File: config.mk
export PLATFORM = sky130hd
export DESIGN_NAME = mem_burst_master_flat
export DESIGN_NICKNAME = d
export VERILOG_FILES = /design/src/rtl/mem_burst_master_if.sv /design/src/rtl/mem_burst_master.sv /design/src/flat_wrapper.sv
export SDC_FILE = /design/constraint.sdc
export NUM_CORES = 1
export LEC_CHECK = 0
export CAP_MARGIN = 5
export CORE_ASPECT_RATIO = 0.9
export CORE_UTILIZATION = 28
export CTS_CLUSTER_DIAMETER = 50
export CTS_CLUSTER_SIZE = 14
export DETAILED_ROUTE_END_ITERATION = 12
export PLACE_DENSITY = 0.52
export SYNTH_ARGS = -nofsm -noshare
export SYNTH_HDL_FRONTEND = slang
export SYNTH_SLANG_ARGS = --single-unit
File: constraint.sdc
create_clock -name clk -period 3 [get_ports clk]
set_input_delay 0.75 -clock clk [delete_from_list [all_inputs] [get_ports clk]]
set_output_delay 0.75 -clock clk [all_outputs]
set_load 0.01 [all_outputs]
File: src/rtl/mem_burst_master_if.sv
// Bundle of command, memory-bus, read-stream and status signals for mem_burst_master.
// Handshake rule for both cmd_* and m_* channels: a transfer happens on a rising
// clock edge where valid && ready are both 1; the initiator holds its payload
// stable while valid=1 and ready=0, and ready may not depend on a later edge.
interface mem_burst_master_if #(
   parameter int WIDTH      = 8,
   parameter int ADDR_WIDTH = 5,
   parameter int LEN_WIDTH  = 6,
   parameter int CSUM_WIDTH = 16
) ();
   logic                  cmd_valid;
   logic                  cmd_ready;
   logic                  cmd_wr;
   logic [ADDR_WIDTH-1:0] cmd_addr;
   logic [LEN_WIDTH-1:0]  cmd_len;
   logic [WIDTH-1:0]      cmd_seed;

   logic                  m_valid;
   logic                  m_ready;
   logic                  m_wr_rd;
   logic [ADDR_WIDTH-1:0] m_addr;
   logic [WIDTH-1:0]      m_wdata;
   logic [WIDTH-1:0]      m_rdata;

   logic                  rd_valid;
   logic [WIDTH-1:0]      rd_data;
   logic                  rd_last;

   logic                  done;
   logic                  err;
   logic [CSUM_WIDTH-1:0] csum;

   modport master (
      input  cmd_valid, cmd_wr, cmd_addr, cmd_len, cmd_seed, m_ready, m_rdata,
      output cmd_ready, m_valid, m_wr_rd, m_addr, m_wdata,
      output rd_valid, rd_data, rd_last, done, err, csum
   );

   modport slave (
      output cmd_valid, cmd_wr, cmd_addr, cmd_len, cmd_seed, m_ready, m_rdata,
      input  cmd_ready, m_valid, m_wr_rd, m_addr, m_wdata,
      input  rd_valid, rd_data, rd_last, done, err, csum
   );
endinterface

File: src/rtl/mem_burst_master.sv
// Burst master: splits one command into single-beat memory transactions,
// generates incrementing write data, streams read data, accumulates a checksum
// and reports completion or a per-beat timeout.
module mem_burst_master #(
   parameter int WIDTH      = 8,
   parameter int DEPTH      = 32,
   parameter int ADDR_WIDTH = $clog2(DEPTH),
   parameter int LEN_WIDTH  = ADDR_WIDTH + 1,
   parameter int TIMEOUT    = 16,
   parameter int CSUM_WIDTH = 16
) (
   input  logic                clk,
   input  logic                rst,
   mem_burst_master_if.master  bus,
   output logic [1:0]          o_dbg_state
);
   localparam int WD_WIDTH = $clog2(TIMEOUT + 1);

   typedef enum logic [1:0] {
      S_IDLE  = 2'd0,
      S_ISSUE = 2'd1,
      S_DONE  = 2'd2
   } state_t;

   state_t                r_state;
   logic [LEN_WIDTH-1:0]  r_len;
   logic [LEN_WIDTH-1:0]  r_beat;
   logic [WD_WIDTH-1:0]   r_wdog;
   logic [CSUM_WIDTH-1:0] r_csum;
   logic                  r_cmd_ready;
   logic                  r_m_valid;
   logic                  r_m_wr_rd;
   logic [ADDR_WIDTH-1:0] r_m_addr;
   logic [WIDTH-1:0]      r_m_wdata;
   logic                  r_rd_valid;
   logic [WIDTH-1:0]      r_rd_data;
   logic                  r_rd_last;
   logic                  r_done;
   logic                  r_err;

   logic                  w_last;
   logic                  w_wd_expire;
   logic [WIDTH-1:0]      w_beat_data;
   logic [ADDR_WIDTH-1:0] w_next_addr;

   // Beat bookkeeping derived from the registered bus state.
   assign w_last      = (r_beat == r_len - LEN_WIDTH'(1));
   assign w_wd_expire = (r_wdog == WD_WIDTH'(TIMEOUT - 1));
   assign w_beat_data = r_m_wr_rd ? r_m_wdata : bus.m_rdata;
   // Explicit wrap so non-power-of-two depths still roll from DEPTH-1 to 0.
   assign w_next_addr = (r_m_addr == ADDR_WIDTH'(DEPTH - 1)) ? '0 : r_m_addr + ADDR_WIDTH'(1);

   // Single FSM: all outputs are registers updated alongside the state.
   always_ff @(posedge clk or negedge rst) begin
      if (!rst) begin
         r_state     <= S_IDLE;
         r_len       <= '0;
         r_beat      <= '0;
         r_wdog      <= '0;
         r_csum      <= '0;
         r_cmd_ready <= 1'b1;
         r_m_valid   <= 1'b0;
         r_m_wr_rd   <= 1'b0;
         r_m_addr    <= '0;
         r_m_wdata   <= '0;
         r_rd_valid  <= 1'b0;
         r_rd_data   <= '0;
         r_rd_last   <= 1'b0;
         r_done      <= 1'b0;
         r_err       <= 1'b0;
      end else begin
         r_rd_valid <= 1'b0;
         r_rd_last  <= 1'b0;
         r_done     <= 1'b0;
         case (r_state)
            S_IDLE: begin
               if (bus.cmd_valid) begin
                  // The address/data registers double as the latched start/seed.
                  r_len       <= bus.cmd_len;
                  r_m_wr_rd   <= bus.cmd_wr;
                  r_m_addr    <= bus.cmd_addr;
                  r_m_wdata   <= bus.cmd_seed;
                  r_beat      <= '0;
                  r_csum      <= '0;
                  r_wdog      <= '0;
                  r_err       <= 1'b0;
                  r_cmd_ready <= 1'b0;
                  if (bus.cmd_len == '0) begin
                     r_state <= S_DONE;
                     r_done  <= 1'b1;
                  end else begin
                     r_state   <= S_ISSUE;
                     r_m_valid <= 1'b1;
                  end
               end
            end
            S_ISSUE: begin
               if (bus.m_ready) begin
                  r_beat <= r_beat + LEN_WIDTH'(1);
                  r_csum <= r_csum + CSUM_WIDTH'(w_beat_data);
                  r_wdog <= '0;
                  if (!r_m_wr_rd) begin
                     r_rd_valid <= 1'b1;
                     r_rd_data  <= bus.m_rdata;
                     r_rd_last  <= w_last;
                  end
                  if (w_last) begin
                     r_state   <= S_DONE;
                     r_m_valid <= 1'b0;
                     r_done    <= 1'b1;
                  end else begin
                     r_m_addr  <= w_next_addr;
                     r_m_wdata <= r_m_wdata + WIDTH'(1);
                  end
               end else if (w_wd_expire) begin
                  r_state   <= S_DONE;
                  r_m_valid <= 1'b0;
                  r_done    <= 1'b1;
                  r_err     <= 1'b1;
               end else begin
                  r_wdog <= r_wdog + WD_WIDTH'(1);
               end
            end
            S_DONE: begin
               r_state     <= S_IDLE;
               r_cmd_ready <= 1'b1;
            end
            default: begin
               r_state     <= S_IDLE;
               r_cmd_ready <= 1'b1;
               r_m_valid   <= 1'b0;
            end
         endcase
      end
   end

   assign bus.cmd_ready = r_cmd_ready;
   assign bus.m_valid   = r_m_valid;
   assign bus.m_wr_rd   = r_m_wr_rd;
   assign bus.m_addr    = r_m_addr;
   assign bus.m_wdata   = r_m_wdata;
   assign bus.rd_valid  = r_rd_valid;
   assign bus.rd_data   = r_rd_data;
   assign bus.rd_last   = r_rd_last;
   assign bus.done      = r_done;
   assign bus.err       = r_err;
   assign bus.csum      = r_csum;
   assign o_dbg_state   = r_state;
endmodule

File: src/flat_wrapper.sv
// flat-port wrapper written by rule: the top's interface ports become plain ports
module mem_burst_master_flat 
#(
   parameter int WIDTH      = 8,
   parameter int DEPTH      = 32,
   parameter int ADDR_WIDTH = $clog2(DEPTH),
   parameter int LEN_WIDTH  = ADDR_WIDTH + 1,
   parameter int TIMEOUT    = 16,
   parameter int CSUM_WIDTH = 16
)
  (clk, rst, o_dbg_state, bus_cmd_valid, bus_cmd_wr, bus_cmd_addr, bus_cmd_len, bus_cmd_seed, bus_m_ready, bus_m_rdata, bus_cmd_ready, bus_m_valid, bus_m_wr_rd, bus_m_addr, bus_m_wdata, bus_rd_valid, bus_rd_data, bus_rd_last, bus_done, bus_err, bus_csum);
  mem_burst_master_if #(.WIDTH(WIDTH), .ADDR_WIDTH(ADDR_WIDTH), .LEN_WIDTH(LEN_WIDTH), .CSUM_WIDTH(CSUM_WIDTH)) bus_i ();
  input  logic clk;
  input  logic rst;
  output logic [1:0] o_dbg_state;
  input wire logic [$bits(bus_i.cmd_valid)-1:0] bus_cmd_valid;
  input wire logic [$bits(bus_i.cmd_wr)-1:0] bus_cmd_wr;
  input wire logic [$bits(bus_i.cmd_addr)-1:0] bus_cmd_addr;
  input wire logic [$bits(bus_i.cmd_len)-1:0] bus_cmd_len;
  input wire logic [$bits(bus_i.cmd_seed)-1:0] bus_cmd_seed;
  input wire logic [$bits(bus_i.m_ready)-1:0] bus_m_ready;
  input wire logic [$bits(bus_i.m_rdata)-1:0] bus_m_rdata;
  output wire logic [$bits(bus_i.cmd_ready)-1:0] bus_cmd_ready;
  output wire logic [$bits(bus_i.m_valid)-1:0] bus_m_valid;
  output wire logic [$bits(bus_i.m_wr_rd)-1:0] bus_m_wr_rd;
  output wire logic [$bits(bus_i.m_addr)-1:0] bus_m_addr;
  output wire logic [$bits(bus_i.m_wdata)-1:0] bus_m_wdata;
  output wire logic [$bits(bus_i.rd_valid)-1:0] bus_rd_valid;
  output wire logic [$bits(bus_i.rd_data)-1:0] bus_rd_data;
  output wire logic [$bits(bus_i.rd_last)-1:0] bus_rd_last;
  output wire logic [$bits(bus_i.done)-1:0] bus_done;
  output wire logic [$bits(bus_i.err)-1:0] bus_err;
  output wire logic [$bits(bus_i.csum)-1:0] bus_csum;
  assign bus_i.cmd_valid = bus_cmd_valid;
  assign bus_i.cmd_wr = bus_cmd_wr;
  assign bus_i.cmd_addr = bus_cmd_addr;
  assign bus_i.cmd_len = bus_cmd_len;
  assign bus_i.cmd_seed = bus_cmd_seed;
  assign bus_i.m_ready = bus_m_ready;
  assign bus_i.m_rdata = bus_m_rdata;
  assign bus_cmd_ready = bus_i.cmd_ready;
  assign bus_m_valid = bus_i.m_valid;
  assign bus_m_wr_rd = bus_i.m_wr_rd;
  assign bus_m_addr = bus_i.m_addr;
  assign bus_m_wdata = bus_i.m_wdata;
  assign bus_rd_valid = bus_i.rd_valid;
  assign bus_rd_data = bus_i.rd_data;
  assign bus_rd_last = bus_i.rd_last;
  assign bus_done = bus_i.done;
  assign bus_err = bus_i.err;
  assign bus_csum = bus_i.csum;
  mem_burst_master #(.WIDTH(WIDTH), .DEPTH(DEPTH), .ADDR_WIDTH(ADDR_WIDTH), .LEN_WIDTH(LEN_WIDTH), .TIMEOUT(TIMEOUT), .CSUM_WIDTH(CSUM_WIDTH)) u_core (.clk(clk), .rst(rst), .bus(bus_i), .o_dbg_state(o_dbg_state));
endmodule
==> run summary <==
Outcome = completed
Antenna diode count = 0
I/O Buffers = 77
Seq pwr share = 0.290
Reg2Reg Launch Point = u_core.bus.m_wr_rd
Synth cell count leaders = 62 x dfrtp_1, 59 x nand2_1, 21 x o21ai_0
Clock Path Buffers = 2
CP Capture Type = flop
Slew headroom = 0.567
Vias per cell = 4.87
P_leak = 2.06 nW
Worst hold path class = in2async
Share of cells above drive strength 1 = 0.171
Clk pin slew, worst setup/hold paths = 0.06 ns
Netlist cell types = 63
# fillers = 1278
Buf+Inv Stages, Crit Path = 1
Syn nets = 415
Die height = 110 µm
DR vias = 3055
Synth Flop Type = dfrtp_1
Reg2reg path depth = 9
DRC = 0
Critical Path RT = 3.25 ns
Fmax achieved = 364 MHz
Core ar. = 12700 µm²
MaxCap Viol Count = 0
DRT iter0 DRCs = 210
Max stage delay cell, worst path = clkdlybuf4s50_1
Final WS setup = 0.251 ns
Warnings from Yosys = 0
Vias in the first global route = 3101
Rows = 39
Yosys top cell area share = 0.426
CP peak stage delay = 0.45 ns
Final period util = 0.916
Root Driver = clkbuf_16
Clk Latency, worst-skew pair = 0.33 ns
Worst R2R Setup Slack = 0.49 ns
Sw Share = 0.408
Peak supply drop = 0.310 mV
DIE WIDTH = 122 µm
Comb pwr share = 0.531
# nets final = 506
Endpoint of the worst-slack reg-to-reg timing path = u_core.bus.csum[10]
Multi-input logic area = 1950 µm²
Htree depth = 3
Largest net degree at the start of global routing = 27
Average cell area after synthesis = 9.93 µm²
Synth async-reset ratio = 1.00
Final setup fails = 0
FF+latch count, synth = 63
Post-Synthesis Cells = 367
Synth-to-layout area growth = 35.9%
Worst path depth = 10
HPWL after DPL = 6.85 mm
Worst EP arrival = 3.00 ns
Tmin final = 2.75 ns
Reg area = 1580 µm²
Antenna-violating nets left = 0
CTS tree = built
Setup TNS = 0 ns
First-pass DRT Iterations = 6
Final count of pins violating max slew = 0
Internal power = 0.00319 W
Hold buffers post-CTS = 0
WS Path Type = in2reg
CP startpoint = bus_m_rdata[0]
Die Footprint = 13500 µm²
Clock sinks = 63
PwrDens = 1090 nW/µm²
Register area share after synthesis = 0.433
Clock Skew = 0.00896 ns
Initial antenna violation count = 0
EDFF count, synth = 0
CP Cell Sequence = clkdlybuf4s50_1 -> mux2_2 -> ha_1 -> fa_1 -> a21o_1 -> a21oi_1 -> o21a_1 -> nor2_1 -> nand3_1 -> mux2i_1
Cts bufs inserted = 9
Unrepaired setup endpoints after global routing = no
# Post-CTS Setup Buffers = 0
CP delay by family, top = adder cells
Overflow after GRT = 0
Actual slew at the worst max-slew pin = 0.647 ns
Mapped Area = 3640 µm²
Global-route wire length before repair = 16.0 mm
Count leader, synth = dfrtp_1
Area contributors post-synth = dfrtp_1 43%, nand2_1 6.1%, mux2_2 5.3%
GRT Util Overall = 0.156
Synth area leader = dfrtp_1
DP Worst Slack = -0.0877 ns
CP max FO = 4
Power share of the clock group = 0.179
Ports = 78
Fin. Hold Viols = 0
Final wirelength = 9.38 mm
Routed wire per std cell = 15.0 µm
Crit start category = primary input
Sw Pwr = 0.00220 W
Initial Util = 0.287
Routability cong. = 0.834
==> placed cells by master, fill, tap and decap left out, types with 4 or more instances in the layout <==
cell	n
o31ai_1	7
nor2_1	20
dfrtp_1	62
nor2_2	5
nor4_1	4
clkbuf_16	9
nor3_1	8
a21oi_1	12
buf_4	16
inv_1	9
a22o_1	12
o21ai_0	21
nand4_1	6
a21oi_2	9
ha_1	15
xnor2_1	15
nand2b_1	5
nand3_1	9
nand2_1	59
clkdlybuf4s50_1	76
mux2_2	17
==> state kept, by name (all words and copies together), names as in the netlist, 2 cells and up <==
name and cells:
u_core.bus.csum 16, u_core.bus.m_wdata 8, u_core.bus.rd_data 8, u_core.r_beat 6, u_core.r_len 6, u_core.bus.m_addr 5, u_core.r_wdog 5, u_core.o_dbg_state 2
==> worst max path at each step <==
| stage | endpoint |
|---|---|
| final | u_core.bus.csum[10] |
| after global routing | u_core.bus.csum[10] |
| after floorplan | u_core.bus.csum[6] |
| after global placement | u_core.bus.csum[10] |
| after detailed placement | u_core.bus.csum[10] |
| after CTS | u_core.bus.csum[10] |
==> power groups by stage <==
stage | clock network (W) | registers (W) | logic [W]
2_1_floorplan | 0 | 0.00158 | 0.00179
3_3_place_gp | 0 | 0.00158 | 0.00285
3_5_place_dp | 0 | 0.00158 | 0.00289
4_1_cts | 0.000998 | 0.00157 | 0.00290
5_1_grt | 0.00103 | 0.00163 | 0.00320
6_report | 0.000965 | 0.00157 | 0.00287
==> repair_timing <==
action	CTS	global route
endpoints found under the setup margin	0	1
endpoints found under the hold margin	0	0
resized for setup	0	1
==> worst register-to-register path, cell delays in order, from the launching register on <==
cell     delay (ns)
dfrtp_1        0.53
mux2_2         0.38
ha_1           0.21
fa_1           0.38
a21o_1         0.16
a21oi_1        0.22
o21a_1         0.21
nor2_1         0.07
nand3_1        0.10
mux2i_1        0.18
==> through the flow <==
stage          std cells  power, W  instance area (µm²)  hold slack (ns)   util
4_1_cts              627   0.00547                 4950            0.438  0.390
3_5_place_dp         611   0.00447                 4680            0.480  0.369
3_3_place_gp         611   0.00443                 4680            0.477  0.369
2_1_floorplan        367   0.00337                 3640            0.454      -
6_report             627   0.00540                 4950            0.423  0.391
5_1_grt              627   0.00587                 4950            0.467  0.391
==> metal layers <==
metal,wire length (µm),vias to the layer above,GRT usage
met5,0,-,0
met4,110,0,0.0470
met3,414,8,0.0391
met2,4260,63,0.250
met1,4590,1476,0.207
li1,-,1508,-
==> cell families after synthesis <==
family          share of synthesized area
compound gates                      0.181
xor+xnor                           0.0433
fa+ha+maj                          0.0570
buf+inv                            0.0316
flops                               0.433
mux                                0.0608
simple gates                        0.194
==> area by class of cell <==
cell class,count,share of cell area
multi-input cells,280,0.394
flip-flops and latches,63,0.318
repair buffers,94,0.183
clock buffers,9,0.0455
well taps,164,0.0414
clock inverters,7,0.0101
inverters,10,0.00758
Power figures use the tool's default switching activity.
